**config.mk**
```make
export PLATFORM = sky130hd
export DESIGN_NAME = ha_array_reducer
export DESIGN_NICKNAME = d
export VERILOG_FILES = /design/src/rtl/ha_array_reducer.sv
export SDC_FILE = /design/constraint.sdc
export NUM_CORES = 1
export LEC_CHECK = 0
export ABC_AREA = 1
export BUFFER_PORTS_ARGS = -buffer_cell sky130_fd_sc_hd__buf_2
export CAP_MARGIN = 10
export CORE_MARGIN = 5
export CORE_UTILIZATION = 58
export DETAILED_ROUTE_END_ITERATION = 8
export GPL_TIMING_DRIVEN = 0
export PLACE_DENSITY_LB_ADDON = 0.15
export SETUP_SLACK_MARGIN = 0.05
export SLEW_MARGIN = 10
export SYNTH_ARGS = -nofsm -noshare
export SYNTH_HDL_FRONTEND = slang
export SYNTH_SLANG_ARGS = --single-unit
```
**constraint.sdc**
```tcl
create_clock -name clk -period 4.5 [get_ports clk]
set_input_delay 0.45 -clock clk [delete_from_list [all_inputs] [get_ports clk]]
set_output_delay 0.45 -clock clk [all_outputs]
set_load 0.02 [all_outputs]
```
**src/rtl/ha_array_reducer.sv**
```systemverilog
// Final-stage reducer for 8x8 approximate multipliers: captures four half-adder
// array bundles, weights and accumulates them over four cycles, emits a saturated product.
module ha_array_reducer #(
  parameter int ACC_W = 17,
  parameter int OUT_W = 16
) (
  input  logic             clk,
  input  logic             rst,
  input  logic             in_valid,
  output logic             in_ready,
  input  logic [6:0]       ha_array_0_b,
  input  logic [6:0]       ha_array_1_b,
  input  logic [6:0]       ha_array_2_b,
  input  logic [6:0]       ha_array_3_b,
  input  logic [8:0]       ha_array_0_t,
  input  logic [8:0]       ha_array_1_t,
  input  logic [8:0]       ha_array_2_t,
  input  logic [8:0]       ha_array_3_t,
  output logic             out_valid,
  input  logic             out_ready,
  output logic [OUT_W-1:0] p,
  output logic             ovf,
  output logic [1:0]       dbg_state
);

  // Handshakes: a transfer happens on a rising edge where valid && ready; the
  // producer holds its data stable while valid is high and ready is low.
  typedef enum logic [1:0] {
    S_IDLE = 2'd0,
    S_ACC  = 2'd1,
    S_DONE = 2'd2
  } state_t;

  state_t             r_state;
  logic [1:0]         r_idx;
  logic [ACC_W-1:0]   r_acc;
  logic [8:0]         r_t [4];
  logic [6:0]         r_b [4];
  logic               r_in_ready;
  logic               r_out_valid;
  logic [OUT_W-1:0]   r_p;
  logic               r_ovf;

  logic [8:0]         w_t;
  logic [6:0]         w_b;
  logic [ACC_W-1:0]   w_v;
  logic [ACC_W-1:0]   w_term;
  logic [ACC_W-1:0]   w_sum;
  logic               w_sat;

  // Carry rows sit two bit positions above the sum rows; array k is weighted by 4^k.
  always_comb begin
    w_t    = r_t[r_idx];
    w_b    = r_b[r_idx];
    w_v    = ACC_W'(w_t) + (ACC_W'(w_b) << 2);
    w_term = w_v << {r_idx, 1'b0};
    w_sum  = r_acc + w_term;
    w_sat  = |w_sum[ACC_W-1:OUT_W];
  end

  always_ff @(posedge clk or posedge rst) begin
    if (rst) begin
      r_state     <= S_IDLE;
      r_idx       <= 2'd0;
      r_acc       <= '0;
      r_in_ready  <= 1'b1;
      r_out_valid <= 1'b0;
      r_p         <= '0;
      r_ovf       <= 1'b0;
      for (int k = 0; k < 4; k++) begin
        r_t[k] <= '0;
        r_b[k] <= '0;
      end
    end else begin
      case (r_state)
        S_IDLE: begin
          if (in_valid && r_in_ready) begin
            r_t[0]     <= ha_array_0_t;
            r_t[1]     <= ha_array_1_t;
            r_t[2]     <= ha_array_2_t;
            r_t[3]     <= ha_array_3_t;
            r_b[0]     <= ha_array_0_b;
            r_b[1]     <= ha_array_1_b;
            r_b[2]     <= ha_array_2_b;
            r_b[3]     <= ha_array_3_b;
            r_acc      <= '0;
            r_idx      <= 2'd0;
            r_in_ready <= 1'b0;
            r_state    <= S_ACC;
          end
        end
        S_ACC: begin
          r_acc <= w_sum;
          r_idx <= r_idx + 2'd1;
          if (r_idx == 2'd3) begin
            r_out_valid <= 1'b1;
            r_p         <= w_sat ? {OUT_W{1'b1}} : w_sum[OUT_W-1:0];
            r_ovf       <= w_sat;
            r_state     <= S_DONE;
          end
        end
        S_DONE: begin
          if (out_ready) begin
            r_out_valid <= 1'b0;
            r_in_ready  <= 1'b1;
            r_state     <= S_IDLE;
          end
        end
        default: begin
          r_state     <= S_IDLE;
          r_in_ready  <= 1'b1;
          r_out_valid <= 1'b0;
        end
      endcase
    end
  end

  assign in_ready  = r_in_ready;
  assign out_valid = r_out_valid;
  assign p         = r_p;
  assign ovf       = r_ovf;
  assign dbg_state = r_state;

endmodule

```
# --- Word-level counts from Yosys, hierarchy flattened ---
# Index checks and enable logic that the tools add are counted.
word_totals:
  ff_bits: 104
  in_bits: 68
  out_inout_bits: 21
  word_cells: 59
op_classes:
  addsub: 3
  n_lt_le_gt_ge: 1
  eq_ne: 6
  shifts: 1
  mux: 21
  n_bitwise: 3
  n_reduce_logical: 9
op_table:
  columns: ["operator", "count"]
  rows:
  - ["$pmux 17 s2", 1]
  - ["$bmux 9 s2", 1]
  - ["$mux 9", 2]
  - ["$add 17x17->17", 1]
  - ["$mux 17", 1]
  - ["$shl 10x3->17", 1]
  - ["$mux 16", 1]
  - ["$bmux 7 s2", 1]
  - ["$mux 7", 2]
  - ["$add 9x9->10", 1]
  - ["$reduce_and 3->1", 3]
  - ["$mux 2", 4]
  - ["$ne 2x2->1 const B", 3]
  - ["$pmux 1 s3", 2]
  - ["$pmux 2 s3", 1]
  - ["$reduce_and 2->1", 3]
  - ["$eq 2x2->1 const B", 2]
  - ["$mux 1", 4]
  - ["$pmux 2 s2", 1]
  - ["$ge 3x3->1 const B", 1]
  - ["$not 2->3", 1]
  - ["$add 2x1->2 const B", 1]
  - ["$eq 2x1->1 const B", 1]
  - ["$logic_not 2->1", 1]
  - ["other kinds (3)", 4]

# --- Longest topological paths before layout ---
# Gate-level depths: netlist of the first run.
logic_depth:
  depth_word: 8
  ltp_mapped: 30
  depth_no_buf: 26

# --- Worst setup path before layout of the first run ---
# OpenSTA, ideal clock, no wires.
synth_path:
  kind: "register -> register"
  start: "register r_idx[0]"
  end: "register r_p[0], in the netlist p[0]"
  setup_ns: 0.113
  arrival_time_ns: 3.386
  required_time_ns: 4.387
  path_slack_ns: 1.001
  path_stages_with_launch: 26
  path_buffers: 3
  synth_period_minus_slack_ns: 3.499
  cell_sequence: "dfrtp_1 buf_2 clkbuf_1 o21ai_0 o22ai_1 ha_1 fa_1 nand3_1 nand2_1 nand2_1 nand3_1 nand2_1 nand2_1 o21ai_0 ha_1 nand2_1 inv_1 nand2_1 nand2_1 a21oi_2 nand3_1 nand2_4 buf_12 nand2_2 nand2_1 inv_1"
synth_via:
  elab_chain_len: 8
  elab_cells_between_ends: 13
  cone_classes: "add/sub (2); eq/ne (1); shift (1); mux (7); bitwise (1); reduce/logical (1)"
synth_lines:
  columns: ["item", "line_no", "source"]
  rows:
  - ["from (decl)", "35", "logic [1:0] r_idx;"]
  - ["from (signal assigned)", "94", "r_idx <= r_idx + 2'd1;"]
  - ["$not 2->3 (implied by the code)", "53, 54", null]
  - ["$bmux 9 s2 or $bmux 7 s2 (tied branches)", "53, 54", null]
  - ["$mux 9 (implied by the code) or $mux 7 (tied branches) (2 in series)", "53, 54", null]
  - ["$add 9x9->10", "55", "w_v = ACC_W'(w_t) + (ACC_W'(w_b) << 2);"]
  - ["$shl 10x3->17", "56", "w_term = w_v << {r_idx, 1'b0};"]
  - ["$add 17x17->17", "57", "w_sum = r_acc + w_term;"]
  - ["$mux 16", "97", "r_p <= w_sat ? {OUT_W{1'b1}} : w_sum[OUT_W-1:0];"]
  - ["to (signal assigned)", "97", null]
  - ["to (decl)", "41", "logic [OUT_W-1:0] r_p;"]
# Parallel ways exist; a longest one is shown, timed or not. The select of a mux whose other input is x is not followed.
# A chain may end at the register's enable or synchronous reset.

# --- Final worst setup path of the first run ---
layout_path:
  start: "register r_idx[1]"
  end: "register r_p[2], in the netlist p[2]"
# Same word-level chain as after synthesis.

==> results.yml, run 1 <==
sta:
  min_period_over_period: 0.911
  grt_setup_unrepaired: "false"
  tightest_slew_ns: 0.564
  setup-tns-final_ns: 0
  max_freq_ghz: 0.244
  setup_violations: 0
  drv_slew: 0
  slew_headroom: 0.624
  clock_skew_ns: 0.0123
  period_needed_ns: 4.10
  hold_violations: 0
critical_path:
  cp_max_fo: 10
  crit_top_cell: "nand2_1"
  critPathTopFamily: "compound AO/OA/AOI/OAI gates"
  reg2regPathDepth: 25
  worstPathRequired_ns: 4.78
  crit_path_max_incr_delay_ns: 0.41
  crit_slowest_cell: "clkbuf_1"
  startpoint_type: "flip-flop"
  worst-setup-path-type: "flip-flop to flip-flop"
  critPathBufInv: 6
  cp.arrival_ns: 4.38
  crit_path_end_kind: "flip-flop"
  path_depth: 25
layout:
  nets: 1010
  drive_gt1_frac: 0.179
  layout-area-overhead-vs-synth_pct: 14.2
  num_antenna_cells: 0
grt:
  grt_max_degree: 61
  grt_pass1_vias: 5433
  antenna_found_initial: 0
  grt_overflow_total: 0
  grt_pass1_wl_microns: 24700
  grtUsageTotal: 0.239
yosys:
  synth_cell_types: 39
  synth-seq-area-share: 0.435
  ys_ff_latch: 104
  syn_nets: 911
  synth_area_per_cell_sq_um: 7.33
  syn-cell-area_sq_mm: 0.00598
  synth_warnings: 0
  syn_inst: 816
floorplan:
  die_y_microns: 112
  pin_count: 89
  core_area_sq_mm: 0.0102
  start_util: 0.587
  rows: 37
  die_area_sq_mm: 0.0124
  die_x_microns: 112
clock_network:
  post_cts_buffers: 0
  cts-buffers-inserted: 9
  holdBufCountCts: 0
  cts.sinks: 104
  clk_latency_ns: 0.38
  path_clk_slew_ns: 0.11
  cts_tree: "yes"
  clockBufferDepth: 2
  root_buffer: "clkbuf_8"
  h-tree-depth: 3
placed_design:
  numPortBuffers: 88
  place.gp.congestion: 0.953
  post-dp-hpwl_microns: 11300
routing:
  drtIter0Drc: 287
  drcViolationCount: 0
  dr.pass1.iters: 7
  drt-total-wl_microns: 14700
  drtAntennaViolNets: 0
  via_per_inst: 5.24
  dr_total_vias: 5530
  wl_per_cell_microns: 13.9
outcome:
  status: "finished clean"
min_path:
  hold_path.class: "primary input to asynchronous set/reset pin"
run:
  cap_violations: 0
==> logic make-up after synthesis <==
kind of cell	share of synthesized area
xor+xnor	0.0132
flops	0.435
simple gates	0.328
fa+ha+maj	0.0590
compound gates	0.0968
buf+inv	0.0678
==> cell usage in the layout, fill, tap and decap left out, types with 3 or more instances in the layout <==
cell      instances
nor2_1           62
buf_2            98
inv_1            62
a21oi_1          10
nand2_1         354
o22ai_1          14
nand3b_1          6
clkbuf_8          9
nand3_1          20
nand2_2          14
o21ai_0          52
xnor2_1           3
ha_1             25
clkbuf_2          7
dfrtp_1         103
or2_2            12
clkbuf_1         14
a22o_1            9
xor2_1            6
==> worst paths after layout <==
kind / from / to / slack, ns
setup reg to reg: r_idx[1]$_DFFE_PP0P_ / p[2]$_DFFE_PP0P_ / 0.40
max in group asynchronous: rst / in_ready$_DFFE_PP1P_ / 3.65
hold reg to reg: p[12]$_DFFE_PP0P_ / p[12]$_DFFE_PP0P_ / 0.49
setup / recovery: r_idx[1]$_DFFE_PP0P_ / p[2]$_DFFE_PP0P_ / 0.40
hold / removal: rst / r_t[8]$_DFFE_PP0P_ / 0.12
min in group clk: ha_array_0_t[5] / r_t[32]$_DFFE_PP0P_ / 0.26
==> registers in the layout (all words and copies together), names as in the netlist <==
register,flops
r_t,36
r_b,28
r_acc,17
p,16
dbg_state,2
r_idx,2
in_ready,1
out_valid,1
ovf,1
==> worst register-to-register path: stages, from the launching register on <==
cell and delay, ns:
dfrtp_1 0.37, clkbuf_2 0.23, clkbuf_1 0.42, o21ai_0 0.17, o22ai_1 0.19, ha_1 0.30
a21oi_1 0.14, nand2_1 0.09, nand2_1 0.07, nand2_1 0.06, inv_1 0.07, nor2_1 0.05
o21ai_0 0.23, o21ai_0 0.18, ha_1 0.38, nand2_1 0.10, inv_1 0.06, nand2_1 0.07
nand2_1 0.08, a21oi_2 0.14, nand3_1 0.13, nand2_4 0.15, buf_12 0.15, nand2_2 0.05
nand2_1 0.06, inv_1 0.04
==> cells in the mapped netlist, drive strengths merged <==
cell type  count  area share
and2           2      0.0021
inv           64       0.040
nor2          65       0.043
a22o           9       0.013
a21oi         12       0.011
buf           15       0.014
nand3         21       0.018
clkbuf        20       0.013
nand2        369        0.24
xor2           6      0.0088
nor3           3      0.0044
a21boi         2      0.0031
o22a           2      0.0029
o21a           1      0.0013
dfrtp        103        0.43
a21o           2      0.0025
dfstp          1      0.0044
or2           13       0.014
o21ai         54       0.046
clkinv         1     0.00063
nand3b         6      0.0075
fa             2      0.0067
o22ai         15       0.017
xnor2          3      0.0044
ha            25       0.052
==> area by class of cell <==
cell class                 instances  area, sq um
inverter                          65          246
clock inverter                     7         78.8
fill                             913         3350
sequential                       104         2600
clock buffer                       9          124
timing repair buffer              89          468
tap                              136          170
buffer                            34          169
multi-input combinational        612         2970
==> routing by layer <==
metal,share of wire,vias to the layer above,track usage
li1,-,2758,-
met1,0.44,2579,0.297
met2,0.49,166,0.423
met3,0.047,27,0.0375
met4,0.022,0,0.0868
met5,0,-,0
==> timing repair <==
item                       CTS  global route
setup endpoints to repair    1            20
resized for setup            0            14
pin swaps                    0             0
hold endpoints to repair     0             0
==> stage by stage <==
| step | area, sq um | hold slack [ns] | utilization | setup WS (ns) | std cells |
|---|---|---|---|---|---|
| floorplan | 5980 | 0.444 | - | 1.00 | 816 |
| global placement | 6590 | 0.459 | 0.647 | 0.197 | 1040 |
| detailed placement | 6620 | 0.461 | 0.650 | 0.108 | 1041 |
| CTS | 6820 | 0.129 | 0.670 | 0.239 | 1056 |
| global route | 6830 | 0.165 | 0.671 | 0.0563 | 1056 |
| finish | 6830 | 0.124 | 0.671 | 0.400 | 1056 |
Power of run 1 is left out: the tool's default activity adds up to more than one toggle a clock period on the data nets, which glitch-free logic cannot reach.
==> run 2, diff against run 1 <==
Settings changed: SLEW_MARGIN 10 to not set.
Clock period 4.5 ns to 4.71 ns, I/O delays scaled along.
==> run 2 against run 1 <==
Effect of this change:
- cell count about the same
- die area unchanged
- critical path depth increased by 2
- design area about the same
- non-clock buffer count increased by 1
- maximum frequency decreased by 3.8%
- utilization decreased by 0.061 points
- critical path type unchanged
==> results.yml, run 2 (same netlist as run 1, synthesis figures left out) <==
grt:
  use_met3: 0.0375
  busiest_layer: "met2"
  grt_max_degree: 61
  grtUsageTotal: 0.240
  grt_overflow_total: 0
  grt_pass1_wl_microns: 24800
  antenna_found_initial: 0
  use_met1: 0.298
  use_met2: 0.428
  grt_pass1_vias: 5441
sta:
  hold_violations: 0
  clock_skew_ns: 0.0120
  worst_slack_ns: 0.447
  min_period_over_period: 0.905
  slew_headroom: 0.605
  setup-tns-final_ns: 0
  whs_ns: 0.144
  grt_setup_unrepaired: "false"
  tightest_slew_ns: 0.592
  drv_slew: 0
  setup_violations: 0
  period_needed_ns: 4.26
  max_freq_ghz: 0.235
placed_design:
  dp.cells: 1041
  post-dp-hpwl_microns: 11300
  numPortBuffers: 88
  placement.setup.worst_slack_ns: 0.318
  place.gp.congestion: 0.953
routing:
  drtIter0Drc: 313
  via_per_inst: 5.19
  dr.pass1.iters: 6
  wl_per_cell_microns: 13.9
  drtAntennaViolNets: 0
  drcViolationCount: 0
  dr_total_vias: 5481
  drt-total-wl_microns: 14700
clock_network:
  cts-buffers-inserted: 9
  root_buffer: "clkbuf_8"
  holdBufCountCts: 0
  path_clk_slew_ns: 0.11
  cts.sinks: 104
  clockBufferDepth: 2
  cts_tree: "yes"
  h-tree-depth: 3
  post_cts_buffers: 0
  clk_latency_ns: 0.38
layout:
  num_antenna_cells: 0
  largest_reg_flops: 36
  layout-area-overhead-vs-synth_pct: 14.1
  regMostFlops: "r_t"
  final_cell_mix: "nand2_1, dfrtp_1, buf_2, nor2_1, inv_1"
  reg_top3: "r_t: 36 flops, r_b: 28 flops, r_acc: 17 flops"
  layout.cells.non_filler: 1057
  drive_gt1_frac: 0.173
  nets: 1011
  layout_commonest_cell: "nand2_1"
floorplan:
  die_area_sq_mm: 0.0124
  core_area_sq_mm: 0.0102
  pin_count: 89
  rows: 37
  start_util: 0.587
  die_x_microns: 112
  die_y_microns: 112
critical_path:
  cp_max_fo: 10
  cp.arrival_ns: 4.54
  startpoint_type: "flip-flop"
  crit_path_end_kind: "flip-flop"
  crit_top_cell: "nand2_1"
  crit_slowest_cell: "dfrtp_1"
  worstPathRequired_ns: 4.99
  crit_path_max_incr_delay_ns: 0.37
  worst-setup-path-type: "flip-flop to flip-flop"
run:
  cap_violations: 0
min_path:
  hold_path.class: "primary input to asynchronous set/reset pin"
outcome:
  status: "finished clean"
## run 2: path summary, 6_finish.rpt
check                                           from              endpoint  slack [ns]  depth (start not counted)
worst min register to register     p[12]$_DFFE_PP0P_     p[12]$_DFFE_PP0P_        0.49                          2
max in group asynchronous                        rst  in_ready$_DFFE_PP1P_        3.84                          3
worst max-delay path            r_idx[1]$_DFFE_PP0P_      p[2]$_DFFE_PP0P_        0.45                         27
min in group clk                     ha_array_0_t[5]   r_t[32]$_DFFE_PP0P_        0.28                          3
worst max register to register  r_idx[1]$_DFFE_PP0P_      p[2]$_DFFE_PP0P_        0.45                         27
worst min-delay path                             rst    r_t[8]$_DFFE_PP0P_        0.14                          2
## run 2: stage by stage
step | util | area [sq um]
floorplan | - | 5980
global placement | 0.647 | 6590
detailed placement | 0.650 | 6620
CTS | 0.670 | 6830
global route | 0.670 | 6830
finish | 0.670 | 6830
## run 2: worst max-delay path: cells and delay by family, from the launching register on
family	cells	cell delay (ns)
buffers and inverters	9	1.29
adders and majority gates	2	0.72
AOI/OAI and AO/OA	5	0.81
and+or+nand+nor	11	0.94
DFF	1	0.37
## run 2: what timing repair did
item | CTS | global route
endpoints found under the hold margin | 0 | 0
resized for setup | 0 | 3
setup endpoints to repair | 0 | 20
## run 2: routing by layer
| layer | vias up | wire (microns) |
|---|---|---|
| li1 | 2749 | - |
| met1 | 2549 | 6400 |
| met2 | 155 | 7200 |
| met3 | 28 | 745 |
| met4 | 0 | 320 |
| met5 | - | 0 |
## run 2: area by class of cell
cell class	instances	area (sq um)
fillers	908	3360
multi-input cells	612	2970
flip-flops and latches	104	2600
repair buffers	89	468
inverters	65	246
well taps	136	170
plain buffers	35	163
clock buffers	9	124
clock inverters	7	78.8
Power of run 2 is left out for the same reason.
